### src/rtl/comp2_recomposer.sv
// Serial sign-magnitude to two's complement converter, LSB first, one bit per clock.
// Applies the copy-through-first-1-then-invert rule to a DW-bit magnitude and produces a DW+1-bit result.
module comp2_recomposer #(
    parameter int DW = 8
) (
    input  logic          clk,
    input  logic          rst,
    input  logic          i_start,
    input  logic [DW-1:0] i_val,
    input  logic          i_sign,
    output logic [DW:0]   o_val,
    output logic          o_ready,
    output logic          o_done
);

    localparam int CW = (DW > 1) ? $clog2(DW) : 1;
    localparam logic [CW-1:0] LAST_BIT = CW'(DW - 1);

    typedef enum logic [1:0] {
        IDLE = 2'd0,
        CONV = 2'd1,
        DONE = 2'd2
    } state_t;

    state_t        state_q;
    logic [DW-1:0] in_q;
    logic [DW-1:0] out_q;
    logic          sign_q;
    logic          seen_q;
    logic [CW-1:0] cnt_q;
    logic [DW:0]   val_q;
    logic          ready_q;
    logic          done_q;

    logic          out_bit;
    logic          seen_d;
    logic [DW-1:0] in_d;
    logic [DW-1:0] out_d;

    // Once a 1 has passed through on a negative operand, every later bit is inverted.
    always_comb begin
        out_bit = in_q[0] ^ (sign_q & seen_q);
        seen_d  = seen_q | in_q[0];
        in_d    = {1'b0, in_q[DW-1:1]};
        out_d   = {out_bit, out_q[DW-1:1]};
    end

    // NOTE: all state uses non-blocking assignments so every register samples pre-edge values.
    always_ff @(posedge clk) begin
        if (rst) begin
            state_q <= IDLE;
            in_q    <= '0;
            out_q   <= '0;
            sign_q  <= 1'b0;
            seen_q  <= 1'b0;
            cnt_q   <= '0;
            val_q   <= '0;
            ready_q <= 1'b1;
            done_q  <= 1'b0;
        end else begin
            done_q <= 1'b0;
            case (state_q)
                IDLE: begin
                    if (i_start) begin
                        in_q    <= i_val;
                        sign_q  <= i_sign;
                        seen_q  <= 1'b0;
                        cnt_q   <= '0;
                        ready_q <= 1'b0;
                        state_q <= CONV;
                    end
                end
                CONV: begin
                    in_q   <= in_d;
                    out_q  <= out_d;
                    seen_q <= seen_d;
                    cnt_q  <= cnt_q + CW'(1);
                    if (cnt_q == LAST_BIT) begin
                        ready_q <= 1'b1;
                        state_q <= DONE;
                    end
                end
                DONE: begin
                    // Bit DW is set only when a negative operand had a nonzero magnitude.
                    val_q  <= {sign_q & seen_q, out_q};
                    done_q <= 1'b1;
                    if (i_start) begin
                        in_q    <= i_val;
                        sign_q  <= i_sign;
                        seen_q  <= 1'b0;
                        cnt_q   <= '0;
                        ready_q <= 1'b0;
                        state_q <= CONV;
                    end else begin
                        state_q <= IDLE;
                    end
                end
                default: begin
                    ready_q <= 1'b1;
                    state_q <= IDLE;
                end
            endcase
        end
    end

    assign o_val   = val_q;
    assign o_ready = ready_q;
    assign o_done  = done_q;

endmodule

### config.mk
export PLATFORM = sky130hd
export DESIGN_NAME = comp2_recomposer
export DESIGN_NICKNAME = d
export VERILOG_FILES = /design/src/rtl/comp2_recomposer.sv
export SDC_FILE = /design/constraint.sdc
export NUM_CORES = 1
export LEC_CHECK = 0
export CAP_MARGIN = 10
export CORE_ASPECT_RATIO = 1.4
export CORE_UTILIZATION = 60
export DETAILED_ROUTE_END_ITERATION = 8
export DONT_BUFFER_PORTS = 1
export GPL_TIMING_DRIVEN = 0
export PLACE_DENSITY = 0.87
export SYNTH_ARGS = -nofsm -noshare
export SYNTH_HDL_FRONTEND = slang
export SYNTH_SLANG_ARGS = --single-unit
### constraint.sdc
create_clock -name clk -period 2.15 [get_ports clk]
set_clock_uncertainty 0.2 [all_clocks]
set_input_delay 0.3225 -clock clk [delete_from_list [all_inputs] [get_ports clk]]
set_output_delay 0.3225 -clock clk [all_outputs]
set_load 0.01 [all_outputs]
Word level (Yosys, flattened, before mapping)

Cells that the tools add are included.

Bits in latches: 0
Logic and storage cells: 39
Bits in writable memories: 0
Bits in read-only memories: 0
Flip-flop bits (word level): 34
Memories: 0
Output and inout bits: 11
Input bits: 12

Shift operators: 0
Eq/ne operators: 6
Order comparisons: 0
Multipliers: 0
Add/subtract/negate cells: 1
Bitwise logic cells: 3
Reduce and logical (&&, ||, !) cells: 7
Divide/modulo/power cells: 0
Mux-type cells: 13

Operators with widths:

| cell                  | count |
|---|---|
| $pmux W8 S2           | 1 |
| $mux W8               | 1 |
| $reduce_and A2 Y1     | 4 |
| $pmux W2 S3           | 1 |
| $pmux W3 S2           | 1 |
| $mux W1               | 4 |
| $mux W2               | 2 |
| $ne A2 B2 Y1 const B  | 2 |
| $pmux W1 S2           | 2 |
| $add A3 B1 Y3 const B | 1 |
| $eq A3 B3 Y1 const B  | 1 |
| $mux W3               | 1 |
| $eq A2 B1 Y1 const B  | 1 |
| $eq A2 B2 Y1 const B  | 1 |
| $logic_not A2 Y1      | 1 |
| $ne A2 B1 Y1 const B  | 1 |
| $reduce_bool A2 Y1    | 1 |
| $reduce_or A2 Y1      | 1 |
| $and A1 B1 Y1         | 1 |
| $or A1 B1 Y1          | 1 |
| $xor A1 B1 Y1         | 1 |

Logic depth before layout (Yosys ltp)

Gate-level depths: netlist (run 1).

Word-level depth: 4
Depth in mapped cells: 5
Depth with buffers taken out: 5

Least setup slack after synthesis (run 1)

No wires, ideal clock.

Kind: register to register
Start point: register state_q[0]
End point: register out_q[6]
Arrival time: 0.954 ns
Buffers on the path: 2
Stages on the path, launching flop included: 6
Setup time: 0.070 ns
Slack: 0.926 ns
Period minus slack after synthesis: 1.224 ns
Data required time: 1.880 ns
Cells stage by stage: dfxtp_1 nor2b_1 buf_4 buf_4 nand2_1 a21oi_1

Longest elaborated chain between the ends: 1

Ends and longest elaborated chain:

| element                | RTL line | RTL |
|---|---|---|
| from (decl)            | 25       | `state_t state_q;` |
| from (signal assigned) | 51       | `state_q <= IDLE;` |
| from (signal assigned) | 70       | `state_q <= CONV;` |
| from (signal assigned) | 80       | `state_q <= DONE;` |
| $eq A2 B1 Y1           | 62       | `case (state_q)` |
| to (signal assigned)   | 75       | `out_q <= out_d;` |
| to (decl)              | 27       | `logic [DW-1:0] out_q;` |

No other way between the ends.
A chain may end at the register's enable or synchronous reset.

Final worst setup path (run 1)

Start point: register state_q[0]
End point: register in_q[6]

Longest elaborated chain between the ends: 4
Elaborated cells on any way between the ends: 8
Classes of those cells: eq/ne (3); mux (1); reduce/logical (4)

Ends and longest elaborated chain:

| element                                                      | RTL line | RTL |
|---|---|---|
| $eq A2 B2 Y1 or $logic_not A2 Y1 (tied branches)             | 62       |  |
| $reduce_or A2 Y1 (no line)                                   | --       |  |
| $ne A2 B1 Y1 (no line) or $reduce_bool A2 Y1 (tied branches) | --       |  |
| $reduce_and A2 Y1 (no line)                                  | --       |  |
| to (signal assigned)                                         | 65       | `in_q <= i_val;` |
| to (signal assigned)                                         | 74       | `in_q <= in_d;` |
| to (signal assigned)                                         | 88       | `in_q <= i_val;` |
| to (decl)                                                    | 26       | `logic [DW-1:0] in_q;` |

Several ways; a longest one is shown, not always the timed one.

==> results.ini, run 1 <==
[global_route]
antenna_found_initial=0
grt_max_degree=11
grt_pass1_wl_um=4310
grt_pass1_vias=1022
grt.total_usage_pct=23.9
grt_overflow=0

[floorplanning]
die_h_um=57.6
die_w_um=41.7
num_io_pins=23
initial_utilization_pct=65.4
fp-row-count=19
die_area_um2=2400
coreArea_um2=2020

[timing]
max_freq_ghz=0.670
slew_viol_final=0
final-setup-viol-count=0
finalCritPeriodShare_pct=69.4
hold_viol=0
slew_headroom_pct=66.8
fin_crit_ns=1.49
tns_ns=0
rsz0062_at_grt=false
fin_ws_ns=0.658
worst_pin_slew_ns=0.498

[logic_synthesis]
ys_seq_area_share_pct=51.5
ys_warn_count=0
syn_area_um2=1320
synth_top_area_share_pct=51.5
synthTopCellsByCount=nand2_1, dfxtp_1, a21oi_1, a211oi_1, nor3_1
yosysTopAreaCell=dfxtp_1
syn_avg_cell_area_um2=8.53
synth_area_leaders=dfxtp_1, nand2_1, a21oi_1
ys_types=19
syn-instance-count=155
synth_edf_count=0
synthFlopType=dfxtp_1
ys_ff_latch=34
synth_nets=169
synth.most_common_cell=nand2_1
async_flop_share_pct=0

[place]
place_ws_ns=0.701
placed_area_um2=1350
gp_congestion=0.805
dpl.hpwl_um=1760
port_buffers=0

[cells_and_area]
final_util_pct=71.2
finalInstanceArea_um2=1440
syn2layout_area_growth_pct=8.80
antenna_cells=0
drive_gt1_share_pct=8.43
fin_nets=179

[routing]
via_per_inst=5.70
wl_um=2540
first_pass_iters=4
drc=0
detail-route-antenna-nets=0
drtIter0Drc=38
via_count=1066
wl_per_cell_um=13.6

[setup_path]
worst_ep_required_time_ns=2.19
cp-end-kind=register
r2r_slack_ns=0.66
crit_path_max_fanout=7
worst_setup_path_start_kind=register
path_class=reg2reg
cp_data_arrival_time_ns=1.54

[power]
vdd_ir_drop_max_v=0.000536
p_leak_nw=0.520
cellPowerDensity_nw_per_um2=799

[run]
maxCapViolations=0

[clock_network]
cts_resized=0
cts_max_path_buffers=2
worstSkewPairLatency_ns=0.33
cts-root-buf=clkbuf_4
clk_pin_slew_worst_paths_ns=0.10
cts_max_level=2
cts_sinks=34
cts_tree=done
cts_buffers=5

[outcome]
status=finished, final reports clean

[min_path]
hold_class=in2reg

-- final cells by class --
type / count / area [um^2]
buffer: 11 / 57.6
clock buffer: 7 / 55.1
clock inverter: 1 / 5.00
fill: 160 / 582
inverter: 1 / 3.75
multi-input combinational: 109 / 581
sequential: 34 / 681
tap: 21 / 26.3
timing repair buffer: 3 / 30.0
-- cells by family (layout without fill, tap and decap cells) --
kind of cell / Yosys count / after routing / synth area share (%)
simple gates: 65 / 65 / 21.5
buf+inv: 12 / 23 / 4.64
fa+ha+maj: 2 / 2 / 1.89
mux: 7 / 7 / 5.30
flops: 34 / 34 / 51.5
compound gates: 34 / 34 / 14.6
xor+xnor: 1 / 1 / 0.662
-- path summary, 6_finish.rpt --
check,startpoint,to,cells past startpoint
setup / recovery,state_q[0]$_SDFFE_PP0P_,in_q[6]$_SDFFE_PP0P_,3
hold / removal,i_val[4],in_q[4]$_SDFFE_PP0P_,2
setup reg to reg,state_q[0]$_SDFFE_PP0P_,in_q[6]$_SDFFE_PP0P_,3
hold reg to reg,out_q[0]$_SDFFE_PP0N_,o_val[0]$_SDFFE_PP0N_,2
-- what timing repair did --
item                      in CTS  in global routing
buffers inserted               0                  0
hold buffers                   3                  0
hold endpoints to repair       3                  0
-- cell usage in the layout, fill, tap and decap left out, drive strengths merged --
| cell type | Yosys | routed |
|---|---|---|
| nand2 | 39 | 39 |
| dfxtp | 34 | 34 |
| a21oi | 24 | 24 |
| clkbuf | 4 | 11 |
| nor3 | 8 | 8 |
| a211oi | 8 | 8 |
| mux2i | 7 | 7 |
| buf | 7 | 7 |
| nand3 | 5 | 5 |
| nand2b | 4 | 4 |
| nor2b | 4 | 4 |
| nor2 | 4 | 4 |
| dlygate4sd3 | 0 | 3 |
| ha | 2 | 2 |
| o21ai | 1 | 1 |
| inv | 1 | 1 |
| o21bai | 1 | 1 |
| nor3b | 1 | 1 |
| xor2 | 1 | 1 |
| clkinv | 0 | 1 |
-- where the power goes --
group	internal, mW	switching (mW)
logic	0.0476	0.0653
clock network	0.158	0.204
registers	0.655	0.0195
-- routing by layer --
metal,wire (um),global-route usage (%)
met1,1070,25.8
met2,1310,41.1
met5,0,0
met3,123,6.33
met4,37,14.7
-- sequential cells by signal, summed over array words and instances (netlist names) --
register  flops
in_q          8
sign_q        1
state_q       2
out_q         8
o_done        1
o_ready       1
seen_q        1
o_val         9
cnt_q         3
-- worst max-delay path, stage by stage (launching register included) --
cell and delay (ns):
dfxtp_1 0.44, nand2b_1 0.30, nand2_1 0.22, a211oi_1 0.24
-- per-stage QoR --
stage | hold slack (ns) | total power, mW | std cells
floorplan | 0.232 | 0.772 | 155
global route | 0.0297 | 1.20 | 187
finish | 0.0271 | 1.15 | 187
global placement | 0.245 | 0.790 | 176
CTS | 0.0193 | 1.16 | 187
detailed placement | 0.249 | 0.797 | 176
No activity file was read; power rests on OpenSTA's default activity.
==> run 2, diff against run 1 <==
- CORE_UTILIZATION: 60 -> 54
- PLACE_DENSITY: 0.87 -> 0.83
- clock period: 2.15 -> 1.2 ns (I/O delays scaled with it)
==> run 2 against run 1 <==
Effect of this change: the flow now finishes with violations (DRC, setup timing); hold slack lost 0.012 ns; routed wire length grew 24%; sequential power grew 81%; count of clock-buffer cells in the layout shrank 1; global-route usage grew 0.67 points; sequential share of layout area shrank 7.2 points; largest cell class is now multi-input combinational cells; highest routed layer unchanged.
==> results.ini, run 2 (synthesized netlist as in run 1, its figures left out) <==
[outcome]
status=finished, violations left
violations=DRC, setup timing

[floorplanning]
die_area_um2=2650  ; +11%
num_io_pins=23  ; unchanged
coreArea_um2=2250  ; +11%
initial_utilization_pct=58.7  ; -6.7 points
die_h_um=60.6  ; +5.2%
die_w_um=43.8  ; +5.1%
fp-row-count=20  ; +1

[power]
vdd_ir_drop_max_v=0.000991  ; +85%
p_total_mw=2.15  ; +87%
cellPowerDensity_nw_per_um2=1250  ; +56%
p_leak_nw=0.618  ; +19%

[clock_network]
cts-root-buf=clkbuf_4
cts_max_path_buffers=2  ; unchanged
cts_sinks=34  ; unchanged
worstSkewPairLatency_ns=0.33  ; about the same
cts_tree=done
cts_max_level=2  ; unchanged
clk_pin_slew_worst_paths_ns=0.09  ; about the same
cts_buffers=5  ; unchanged

[place]
place_ws_ns=-0.201  ; -0.902 ns
gp_congestion=0.810  ; +0.52%
dpl.hpwl_um=1850  ; +5.3%
port_buffers=0  ; unchanged
place_inst=177  ; +0.57%

[min_path]
hold_class=in2reg
min_path_cells=2  ; unchanged

[timing]
slew_headroom_pct=61.5  ; -5.3 points
max_freq_ghz=0.766  ; +14%
slew_viol_final=0  ; unchanged
finalCritPeriodShare_pct=109  ; +39 points
hold_viol=0  ; unchanged
rsz0062_at_grt=true
fin_crit_ns=1.31  ; -0.186 ns
final-setup-viol-count=21  ; +21
hold_slack_ns=0.0154  ; -0.0117 ns
worst_pin_slew_ns=0.577  ; +0.0796 ns
fin_ws_ns=-0.106  ; -0.764 ns

[setup_path]
path_buf_inv=2  ; +2
cp_num_cells=5  ; +2
worst_setup_path_start_kind=register
path_class=reg2reg
cp_slowest_cell=dfxtp_4
crit_path_max_fanout=7  ; unchanged
cp_data_arrival_time_ns=1.38  ; -0.16 ns
cp_top_family=flip-flops
cpPeakStageDelay_ns=0.40  ; -0.04 ns
path_cells=nor2b_4, buf_6, buf_8, nand2_1, a21oi_2
cp-end-kind=register
worst_ep_required_time_ns=1.27  ; -0.92 ns
rr_worst_depth=5  ; +2

[cells_and_area]
final_util_pct=76.4  ; +5.2 points
fin_nets=191  ; +6.7%
syn2layout_area_growth_pct=30.1
fillCellCount=167  ; +4.4%
final_common_cell=nand2_1
antenna_cells=0  ; unchanged
largest_register_ffs=9  ; unchanged
multi_input_area_um2=712  ; +23%
layout_common_cells=nand2_1, dfxtp_1, a21oi_1
regArea_um2=691  ; +1.5%
fin_cells=198  ; +5.9%
drive_gt1_share_pct=26.1  ; +18 points

[global_route]
grt_pass1_vias=1193  ; +17%
grt_pass1_wl_um=4720  ; +9.6%
grt_overflow=0  ; unchanged
antenna_found_initial=0  ; unchanged
grt.total_usage_pct=24.6  ; +0.67 points
grt_max_degree=11  ; unchanged

[routing]
drtIter0Drc=26  ; -32%
wl_per_cell_um=15.9  ; +17%
wl_um=3160  ; +24%
first_pass_iters=6  ; +2
via_count=1160  ; +8.8%
drc=4  ; +4
via_per_inst=5.86  ; +2.8%
detail-route-antenna-nets=0  ; unchanged

[run]
maxCapViolations=0  ; unchanged

==> run 2: through the flow <==
stage / cell area, um^2 / TNS [ns]
floorplan: 1330 / 0
global placement: 1360 / -1.69
detailed placement: 1360 / -2.59
CTS: 1630 / -0.612
global route: 1720 / -2.15
finish: 1720 / -1.25
==> run 2: power breakdown <==
part	internal, mW	leakage, nW	switching (mW)
sequential	1.17	0.279	0.0426
combinational	0.156	0.309	0.164
clock	0.264	0.0302	0.350
==> run 2: per-layer routing <==
| metal | GRT usage (%) | vias to the layer above | part of all wire [%] |
|---|---|---|---|
| met5 | 0 | - | 0 |
| met4 | 8.48 | 0 | 1.8 |
| met3 | 8.04 | 9 | 5.1 |
| met2 | 48.8 | 39 | 55 |
| met1 | 22.7 | 544 | 38 |
| li1 | - | 568 | - |
==> run 2: area by class of cell <==
class	count	share of cell area [%]
multi-input cells	109	41.4
flip-flops and latches	34	40.1
repair buffers	15	8.65
plain buffers	11	5.02
clock buffers	6	2.98
well taps	22	1.60
inverters	1	0.218
==> run 2: worst paths after layout <==
path / startpoint / endpoint / slack, ns
setup / recovery: state_q[0]$_SDFFE_PP0P_ / out_q[1]$_SDFFE_PP0N_ / -0.11
hold / removal: rst / state_q[1]$_SDFFE_PP0P_ / 0.02
setup reg to reg: state_q[0]$_SDFFE_PP0P_ / out_q[1]$_SDFFE_PP0N_ / -0.11
hold reg to reg: out_q[0]$_SDFFE_PP0N_ / out_q[0]$_SDFFE_PP0N_ / 0.27
==> run 2: timing repair <==
action | 4_1_cts | 5_1_grt
gates cloned | 3 | 0
endpoints found under the hold margin | 15 | 0
hold buffers | 10 | 0
endpoints found under the setup margin | 30 | 31
gates resized for setup | 28 | 23
setup buffers | 1 | 1
pin swaps | 2 | 8
==> run 3, diff against run 2 <==
- CTS_CLUSTER_DIAMETER: default -> 60
==> results of run 3 <==
The final DEF is identical to that of run 2; final timing and power are the same.
